--- src/rtl/uart_line_editor.sv ---
// Line editor between the UART RX and TX FIFOs: pops characters, echoes and stores
// printable ones, applies backspace/delete editing and reports completed lines.
module uart_line_editor #(
   parameter  int TRANSMITTED_BITS = 8,
   parameter  int LINE_DEPTH       = 16,
   localparam int LW               = $clog2(LINE_DEPTH + 1),
   localparam int AW               = $clog2(LINE_DEPTH)
) (
   input  logic                        clock,
   input  logic                        reset,
   input  logic                        rx_data_present,
   input  logic [TRANSMITTED_BITS-1:0] rx_data,
   output logic                        read_from_uart,
   input  logic                        tx_full,
   output logic [TRANSMITTED_BITS-1:0] tx_data,
   output logic                        write_to_uart,
   input  logic [AW-1:0]               rd_addr,
   output logic [TRANSMITTED_BITS-1:0] rd_data,
   output logic [LW-1:0]               line_length,
   output logic [LW-1:0]               last_length,
   output logic [TRANSMITTED_BITS-1:0] last_char,
   output logic                        line_done
);

   typedef logic [TRANSMITTED_BITS-1:0] char_t;
   typedef enum logic [1:0] {IDLE, DECODE, SEND, GAP} state_e;

   localparam char_t CH_NUL   = '0;
   localparam char_t CH_BEL   = char_t'(8'h07);
   localparam char_t CH_BS    = char_t'(8'h08);
   localparam char_t CH_LF    = char_t'(8'h0A);
   localparam char_t CH_CR    = char_t'(8'h0D);
   localparam char_t CH_SPACE = char_t'(8'h20);
   localparam char_t CH_TILDE = char_t'(8'h7E);
   localparam char_t CH_DEL   = char_t'(8'h7F);
   localparam logic [LW-1:0] DEPTH_LW = LW'(LINE_DEPTH);

   state_e                    state_q, state_d;
   char_t                     char_q, char_d;
   char_t                     last_char_q, last_char_d;
   char_t                     tx_data_q, tx_data_d;
   char_t                     rd_data_q;
   logic [LW-1:0]             line_length_q, line_length_d;
   logic [LW-1:0]             last_length_q, last_length_d;
   logic [2:0][TRANSMITTED_BITS-1:0] seq_q, seq_d;
   logic [1:0]                seq_cnt_q, seq_cnt_d;
   logic [1:0]                idx_q, idx_d;
   logic                      mem_we;

   char_t line_mem [LINE_DEPTH];

   always_comb begin
      // NOTE: every _d starts from its _q value so no path leaves a signal unassigned (no latches).
      state_d       = state_q;
      char_d        = char_q;
      last_char_d   = last_char_q;
      tx_data_d     = tx_data_q;
      line_length_d = line_length_q;
      last_length_d = last_length_q;
      seq_d         = seq_q;
      seq_cnt_d     = seq_cnt_q;
      idx_d         = idx_q;
      mem_we        = 1'b0;

      case (state_q)
         IDLE: begin
            if (rx_data_present) begin
               char_d      = rx_data;
               last_char_d = rx_data;
               state_d     = DECODE;
            end
         end
         DECODE: begin
            state_d   = SEND;
            idx_d     = '0;
            seq_cnt_d = 2'd1;
            seq_d     = {CH_NUL, CH_NUL, CH_BEL};
            if (char_q >= CH_SPACE && char_q <= CH_TILDE) begin
               if (line_length_q < DEPTH_LW) begin
                  mem_we        = 1'b1;
                  line_length_d = line_length_q + LW'(1);
                  seq_d         = {CH_NUL, CH_NUL, char_q};
               end
            end else if (char_q == CH_BS || char_q == CH_DEL) begin
               if (line_length_q != '0) begin
                  line_length_d = line_length_q - LW'(1);
                  seq_d         = {CH_BS, CH_SPACE, CH_BS};
                  seq_cnt_d     = 2'd3;
               end
            end else if (char_q == CH_CR) begin
               last_length_d = line_length_q;
               line_length_d = '0;
               seq_d         = {CH_NUL, CH_LF, CH_CR};
               seq_cnt_d     = 2'd2;
            end else begin
               state_d   = IDLE;
               seq_d     = seq_q;
               seq_cnt_d = seq_cnt_q;
            end
            tx_data_d = (state_d == SEND) ? seq_d[0] : tx_data_q;
         end
         SEND: begin
            if (!tx_full) state_d = GAP;
         end
         GAP: begin
            if ((idx_q + 2'd1) < seq_cnt_q) begin
               idx_d     = idx_q + 2'd1;
               tx_data_d = seq_q[idx_q + 2'd1];
               state_d   = SEND;
            end else begin
               state_d = IDLE;
            end
         end
         default: state_d = IDLE;
      endcase
   end

   always_ff @(posedge clock) begin
      // NOTE: non-blocking assignments so every flop samples the pre-edge values.
      if (!reset) begin
         state_q       <= IDLE;
         char_q        <= '0;
         last_char_q   <= '0;
         tx_data_q     <= '0;
         rd_data_q     <= '0;
         line_length_q <= '0;
         last_length_q <= '0;
         seq_q         <= '0;
         seq_cnt_q     <= '0;
         idx_q         <= '0;
      end else begin
         state_q       <= state_d;
         char_q        <= char_d;
         last_char_q   <= last_char_d;
         tx_data_q     <= tx_data_d;
         rd_data_q     <= line_mem[rd_addr];
         line_length_q <= line_length_d;
         last_length_q <= last_length_d;
         seq_q         <= seq_d;
         seq_cnt_q     <= seq_cnt_d;
         idx_q         <= idx_d;
      end
   end

   // NOTE: the line buffer is deliberately not reset; stale characters stay readable.
   always_ff @(posedge clock) begin
      if (reset && mem_we) line_mem[line_length_q[AW-1:0]] <= char_q;
   end

   // Strobes are decoded from the state so they fall in the same cycle as the decision.
   assign read_from_uart = (state_q == IDLE) && rx_data_present;
   assign write_to_uart  = (state_q == SEND) && !tx_full;
   assign line_done      = (state_q == DECODE) && (char_q == CH_CR);
   assign tx_data        = tx_data_q;
   assign rd_data        = rd_data_q;
   assign line_length    = line_length_q;
   assign last_length    = last_length_q;
   assign last_char      = last_char_q;

endmodule

--- config.mk ---
export PLATFORM = sky130hd
export DESIGN_NAME = uart_line_editor
export DESIGN_NICKNAME = d
export VERILOG_FILES = /design/src/rtl/uart_line_editor.sv
export SDC_FILE = /design/constraint.sdc
export NUM_CORES = 1
export LEC_CHECK = 0
export CAP_MARGIN = 5
export CORE_MARGIN = 2
export CORE_UTILIZATION = 41
export DETAILED_ROUTE_END_ITERATION = 8
export PLACE_DENSITY = 0.58
export SLEW_MARGIN = 30
export SYNTH_ARGS = -nofsm -noshare
export SYNTH_HDL_FRONTEND = slang
export SYNTH_SLANG_ARGS = --single-unit
--- constraint.sdc ---
create_clock -name clock -period 7.7 [get_ports clock]
set_input_delay 1.155 -clock clock [delete_from_list [all_inputs] [get_ports clock]]
set_output_delay 1.155 -clock clock [all_outputs]
set_load 0.02 [all_outputs]
; ---- Word level (Yosys, flattened, before mapping)
; Memory sizes are Yosys's and may differ from the RTL's. A register that Yosys moved wholly into a read port is not among the register bits.
; Index checks and enable logic that the tools add are counted.
; W data, S select, Z words.
[op_classes]
add_sub_neg = 3
n_lt_le_gt_ge = 5
eq_ne = 13
n_mux = 34
bitwise_logic = 2
n_reduce_logical = 19
[ops]
columns = operator, n
row1 = $mux W24, 3
row2 = $mux W8, 4
row3 = $mux W5, 5
row4 = $mux W2, 12
row5 = $mux W20, 1
row6 = $bmux W8 S2, 1
row7 = $eq A8 B4 Y1 const B, 2
row8 = $pmux W8 S2, 1
row9 = $eq A8 B7 Y1 const B, 1
row10 = $ge A8 B6 Y1 const B, 1
row11 = $le A8 B7 Y1 const B, 1
row12 = $ne A2 B2 Y1 const B, 4
row13 = $pmux W2 S4, 1
row14 = $reduce_and A2 Y1, 4
row15 = $reduce_and A4 Y1, 2
row16 = $eq A2 B2 Y1 const B, 3
row17 = $add A5 B1 Y5 const B, 1
row18 = $logic_and A1 B1 Y1, 5
row19 = $lt A5 B5 Y1 const B, 1
row20 = $mux W1, 5
row21 = $reduce_bool A5 Y1, 1
row22 = $sub A5 B1 Y5 const B, 1
row23 = $pmux W2 S2, 1
row24 = $lt A2 B3 Y1 const B, 1
row25 = 12 further kinds, 14
[word_totals]
register_bits = 56
ramBits = 128
in_bits = 16
output_inout_bits = 37
word_cells = 87
memories = 1
[mem_list]
columns = memory, words, word_bits, read_ports, rd_clocked_by_memory_dff, write_ports, line
row1 = line_mem, 16, 8, 1, 1, 1, 50  ; char_t line_mem [LINE_DEPTH];

; ---- Longest topological paths before layout
; Gate-level depths: netlist (run 1).
[logic_depth]
ltp_word = 8
depth_mapped = 9

; ---- Worst setup path after synthesis (run 1)
; OpenSTA, ideal clock, no wires.
[synth_timing]
path_type = register -> register
start = register last_char[5] (netlist name)
end = memory line_mem[3][0] in the netlist's numbering, enable pin
arrival_ns = 2.764
t_required_ns = 7.302
slack_ns = 4.539
stages_incl_launch_ff = 7
n_path_buf = 1
synth_period_minus_slack_ns = 3.161
cell_sequence = dfxtp_1 > o21bai_1 > nand2b_1 > clkbuf_1 > nor3_2 > nand2_1 > nor4b_1
[synth_rtl]
columns = item, line
row1 = "end, declared", 50

==> flow_summary_export.csv, run 1 <==
group,metric,value,unit
synthesis,synth_area,7286,um2
die,die_area,18850,um2
clock_tree,path_clk_slew,60,ps
die,rows,48,
layout,syn_to_final_growth,18.08,%
die,start_util,41.98,%
setup_path,timing.rr.end,"line_mem[2][1]$_DFFE_PP_",
synthesis,synth_fp_nets,490,
grt,grt_max_degree,37,
clock_tree,cts_hold_buf,0,
layout,diodes,0,
pwr,p_per_area,239.8,nW/um2
clock_tree,postCtsSetupBuffers,0,
timing,worst_slew_pin_slew,952.1,ps
synthesis,syn-instance-count,469,
drt,first_pass_iters,4,
layout,drive_gt1_share,18.57,%
setup_path,reg2regPathDepth,5,
clock_tree,cts_buffers,17,
synthesis,synth_area_leaders,"edfxtp_1 (53%), dfxtp_1 (14%), mux4_2 (12%), nor2_1 (1.9%), nand2_1 (1.7%)",
clock_tree,cts_buffer_depth,2,
placed_design,dp_slack,3630,ps
grt,grt_pass1_vias,4114,
layout,final_cell_area,8603,um2
setup_path,path_class,"reg2out",
clock_tree,cts_root_buf,"clkbuf_16",
layout,finalNonFillerCells,758,
drt,vias,4175,
timing,setup_tns,0,ps
setup_path,r2r_start,"last_char[6]$_SDFFE_PN0P_",
synthesis,yosysWarnings,0,
grt,grt_pass1_wl,23960,um
synthesis,yosysTopAreaCell,"edfxtp_1",
synthesis,synth_top_area_share,52.76,%
placed_design,place_area,8006,um2
placed_design,dp_cells,726,
synthesis,postSynthAreaPerCell,15.53,um2
die,design.core.area,17360,um2
clock_tree,insertion_delay,440,ps
die,die_h,137.3,um
timing,slew_headroom,36.36,%
timing,timing.hold.ws,454.3,ps
drt,drt_iter0_markers,267,
synthesis,ys_ff_latch,178,
setup_path,path_max_fanout,20,
placed_design,place.gp.congestion,0.8127,
timing,rsz0062_at_grt,"false",
synthesis,synth_edf_count,128,
drt,drc,0,
clock_tree,cts_tree,"done",
pwr,irDropWorstVdd,0.1572,mV
synthesis,synthArstFlopShare,0,%
grt,grt-ovfl-total,0,
setup_path,cp_data_arrival_time,3130,ps
timing,finalHoldViolCount,0,
clock_tree,cts_sinks,178,
timing,period_share,55.62,%
placed_design,io_buffers,52,
run_status,status,"finished clean",
timing,fmax,0.2335,GHz
timing,fin_ws,3417,ps
synthesis,synth_cell_types,62,
timing,finClkSkew,12.84,ps
clock_tree,ctsResizeCount,0,
grt,track_usage,17.69,%
die,io_pins,53,
setup_path,cp-start-kind,"flop",
pwr,p_leak,2.744,nW
drt,drt-total-wl,15800,um
clock_tree,cts_max_level,4,
setup_path,startpoint,"last_char[3]$_SDFFE_PN0P_",
timing,report.final.slew_viol_count,0,
setup_path,rrSetupSlack,3930,ps
setup_path,required,6550,ps
grt,antenna_found_initial,0,
die,dieWidth,137.3,um
setup_path,endpoint_kind,"output pin",
drt,ant_nets,0,
synthesis,synth-seq-area-share,66.49,%
placed_design,hpwl,10160,um
setup_path,cp-endpoint,"line_done",
timing,finalSetupViolCount,0,
worst_hold_path,hold_class,"reg2reg",
timing,period_minus_slack,4283,ps
drt,wire_per_inst,20.84,um
layout,finalNetCount,541,
drt,via_per_inst,5.508,
synthesis,ys.flop_type,"edfxtp_1",
job,maxCapViolations,0,
-- cells by family after synthesis --
kind of cell | synth area share, %
AO/OA/AOI/OAI | 6.767
XOR/XNOR | 0.2405
adder cells (fa/ha/maj) | 0.8587
buffers and inverters | 2.130
flip-flops | 66.49
multiplexers | 13.33
AND/OR/NAND/NOR | 10.18
-- worst max-delay path, cell delays in order (launching register included) --
cell and delay, ps:
dfxtp_1 810, nand2b_1 420, nor4_4 720, clkdlybuf4s50_1 740
-- metrics by stage --
step / util [%] / power, mW
global placement: 46.13 / 1.242
floorplan: - / 1.185
CTS: 49.47 / 2.079
finish: 49.57 / 2.063
detailed placement: 46.13 / 1.244
global route: 49.57 / 2.137
-- worst min path at each step --
stage,end,from,cells after the start,slack (ps)
2_1_floorplan,seq_cnt_q[1]$_SDFFE_PN0P_,seq_cnt_q[1]$_SDFFE_PN0P_,2,440
3_5_place_dp,tx_data[7]$_SDFFE_PN0P_,tx_data[7]$_SDFFE_PN0P_,2,450
3_3_place_gp,tx_data[7]$_SDFFE_PN0P_,tx_data[7]$_SDFFE_PN0P_,2,440
4_1_cts,tx_data[7]$_SDFFE_PN0P_,tx_data[7]$_SDFFE_PN0P_,2,460
5_1_grt,tx_data[2]$_SDFFE_PN0P_,tx_data[2]$_SDFFE_PN0P_,2,480
6_report,tx_data[7]$_SDFFE_PN0P_,tx_data[7]$_SDFFE_PN0P_,2,450
-- routing by layer --
| layer | GRT usage [%] | vias to the layer above | part of all wire (%) |
|---|---|---|---|
| met3 | 4.157 | 19 | 4.0 |
| met1 | 24.42 | 2133 | 45 |
| met5 | 0 | - | 0 |
| met4 | 6.586 | 0 | 1.6 |
| met2 | 27.39 | 91 | 49 |
| li1 | - | 1932 | - |
-- cell type report --
class	count	area (um2)
Multi-Input combinational cell	260	2322
Sequential cell	178	4845
Tap cell	225	281.5
Timing Repair Buffer	57	553.0
Clock inverter	13	126.4
Clock buffer	19	452.9
Fill cell	1454	8753
Inverter	6	22.52
-- synthesized netlist by cell type (all sizes together), types with 7 or more instances --
library cell	number
buf	11
dfxtp	50
a21oi	22
and2	19
clkbuf	14
nor2	38
mux2i	7
o21ai	12
nand2	35
edfxtp	128
mux4	40
nor3	13
-- registers in the layout, summed over array words and instances, names as in the netlist --
| signal | cells |
|---|---|
| tx_data | 8 |
| line_length | 5 |
| seq_q | 10 |
| last_char | 8 |
| idx_q | 2 |
| state_q | 2 |
| rd_data | 8 |
| line_mem | 128 |
| last_length | 5 |
| seq_cnt_q | 2 |
-- placed cells by master, fill, tap and decap left out, types with 4 or more instances in the layout --
cell type and instances:
o21ai_0 11, a21oi_1 20, nor3_1 10, edfxtp_1 128
mux2i_1 7, clkdlybuf4s50_1 51, buf_4 5, nor3b_1 5
nand2b_1 4, a211oi_1 5, nand2_1 33, dfxtp_1 50
clkinvlp_4 4, nand3_1 5, nor2_1 36, clkbuf_16 17
inv_1 4, mux4_2 40, a22oi_1 4, and2_1 19
ha_1 5
-- where the power goes --
part | internal [mW] | total (mW) | switching (mW)
Sequential | 1.04 | 1.06 | 0.0213
Clock | 0.468 | 0.841 | 0.373
Combinational | 0.0693 | 0.160 | 0.0907
Total | 1.58 | 2.06 | 0.485
No activity file was read; power rests on OpenSTA's default activity.
==> run 2: changes to the inputs <==
--- a/config.mk
+++ b/config.mk
@@ -9,7 +9,7 @@
 export CORE_MARGIN = 2
 export CORE_UTILIZATION = 41
 export DETAILED_ROUTE_END_ITERATION = 8
-export PLACE_DENSITY = 0.58
+export PLACE_DENSITY = 0.6
 export SLEW_MARGIN = 30
 export SYNTH_ARGS = -nofsm -noshare
 export SYNTH_HDL_FRONTEND = slang
==> constraint.sdc (replaced) <==
create_clock -name clock -period 3.6 [get_ports clock]
set_input_delay 0.54 -clock clock [delete_from_list [all_inputs] [get_ports clock]]
set_output_delay 0.54 -clock clock [all_outputs]
set_load 0.02 [all_outputs]
==> run 2 against run 1 <==
Net effect: final cell count increased by 1.7%; highest routed layer unchanged; register-to-register slack got worse by 3300 ps; flip-flop and latch count unchanged; largest cell class unchanged; routed wire length increased by 2.6%.
==> flow_summary_export.csv, run 2 (synthesis results as in run 1) <==
group,metric,value,unit
timing,finalSetupViolCount,0,
grt,antenna_found_initial,0,
pwr,irDropWorstVdd,0.3835,mV
timing,finalHoldViolCount,0,
die,rows,48,
grt,grt_max_degree,37,
worst_hold_path,hold_start,"tx_data[7]$_SDFFE_PN0P_",
drt,drt-total-wl,16210,um
timing,fmax,0.3173,GHz
drt,via_per_inst,5.520,
drt,wire_per_inst,21.03,um
timing,period_minus_slack,3152,ps
die,io_pins,53,
placed_design,io_buffers,52,
timing,worst_slew_pin_slew,731.1,ps
clock_tree,cts_hold_buf,0,
run_status,status,"finished clean",
die,die_h,137.3,um
pwr,total_power,4.562,mW
timing,finClkSkew,9.993,ps
grt,grt_pass1_vias,4350,
clock_tree,ctsResizeCount,0,
grt,grt_pass1_wl,25470,um
setup_path,reg2regPathDepth,6,
drt,ant_nets,0,
drt,vias,4256,
worst_hold_path,whs_path_depth,2,
clock_tree,postCtsSetupBuffers,0,
worst_hold_path,hold_end,"tx_data[7]$_SDFFE_PN0P_",
setup_path,crit_family,"simple AND/OR/NAND/NOR gates",
setup_path,path_class,"reg2out",
grt,track_usage,18.55,%
setup_path,required,3060,ps
grt,grt-ovfl-total,0,
layout,layout_commonest_cell,"edfxtp_1",
layout,final_core_util,50.33,%
setup_path,timing.rr.end,"line_mem[5][1]$_DFFE_PP_",
worst_hold_path,hold_class,"reg2reg",
setup_path,crit_slowest_cell,"or4_4",
die,design.core.area,17360,um2
layout,final_cell_mix,"edfxtp_1 (128), clkdlybuf4s50_1 (51), dfxtp_1 (50)",
clock_tree,cts_sinks,178,
setup_path,rrSetupSlack,650,ps
placed_design,hpwl,10900,um
drt,drt_iter0_markers,308,
clock_tree,cts_buffer_depth,2,
job,maxCapViolations,0,
timing,rsz0062_at_grt,"false",
timing,report.final.slew_viol_count,0,
setup_path,critPathBufInv,2,
placed_design,place.gp.congestion,0.8201,
layout,diodes,0,
setup_path,endpoint_kind,"output pin",
die,die_area,18850,um2
setup_path,cpPeakStageDelay,670,ps
pwr,p_per_area,522.3,nW/um2
clock_tree,cts_max_level,4,
die,start_util,41.98,%
setup_path,cp_cell_sequence,"or4_4 > nor4_4 > buf_4 > clkdlybuf4s50_1",
clock_tree,cts_buffers,17,
layout,drive_gt1_share,20.15,%
setup_path,cp-start-kind,"flop",
timing,setup_tns,0,ps
clock_tree,cts_root_buf,"clkbuf_16",
timing,period_share,87.54,%
clock_tree,path_clk_slew,70,ps
drt,drc,0,
drt,first_pass_iters,6,
setup_path,path_max_fanout,9,
clock_tree,cts_tree,"done",
layout,finalNetCount,554,
pwr,p_leak,2.833,nW
setup_path,cp_data_arrival_time,2610,ps
layout,largest_register_ffs,128,
layout,syn_to_final_growth,19.90,%
timing,slew_headroom,51.08,%
clock_tree,insertion_delay,430,ps
setup_path,r2r_start,"last_char[5]$_SDFFE_PN0P_",
die,dieWidth,137.3,um
## run 2: routing by layer
metal | share of wire (%) | global-route usage [%]
met1 | 46 | 26.51
met2 | 47 | 28.25
met3 | 5.5 | 4.415
met4 | 1.6 | 5.670
met5 | 0 | 0
## run 2: worst min-delay path: cells and delay by family, from the launching register on
kind	cells	cell delay, ps
compound gates	1	50
flops	1	310
simple gates	1	50
## run 2: cell type report
| cell class | instances | area, um2 |
|---|---|---|
| fill | 1406 | 8621 |
| multi-input combinational | 260 | 2298 |
| sequential | 178 | 4845 |
| timing repair buffer | 70 | 663.1 |
| clock buffer | 18 | 439.2 |
| inverter | 6 | 22.52 |
| tap | 225 | 281.5 |
| clock inverter | 14 | 186.4 |
## run 2: how the worst max path moves through the flow
stage / startpoint / endpoint / depth (start not counted) / slack (ps)
final: last_char[1]$_SDFFE_PN0P_ / line_done / 4 / 450
after global routing: last_char[1]$_SDFFE_PN0P_ / line_done / 4 / 370
after CTS: last_char[1]$_SDFFE_PN0P_ / line_done / 4 / 450
after detailed placement: last_char[5]$_SDFFE_PN0P_ / line_mem[5][7]$_DFFE_PP_ / 6 / 730
after global placement: last_char[5]$_SDFFE_PN0P_ / line_mem[4][7]$_DFFE_PP_ / 6 / 860
after floorplan: last_char[5]$_SDFFE_PN0P_ / line_mem[3][0]$_DFFE_PP_ / 6 / 440
## run 2: power breakdown
part | leakage [nW] | internal [mW] | total, mW | switching (mW)
Clock | 0.292 | 1.17 | 1.94 | 0.761
Combinational | 0.954 | 0.156 | 0.373 | 0.217
Sequential | 1.59 | 2.23 | 2.25 | 0.0269
## run 2: per-stage QoR
step	area [um2]	std cells	worst slack, ps	hold slack (ps)
floorplan	7286	469	438.6	436.3
global placement	8110	739	864.4	447.4
detailed placement	8110	739	730.9	447.8
CTS	8736	771	445.3	461.4
global route	8736	771	372.6	490.3
finish	8736	771	448.5	462.1
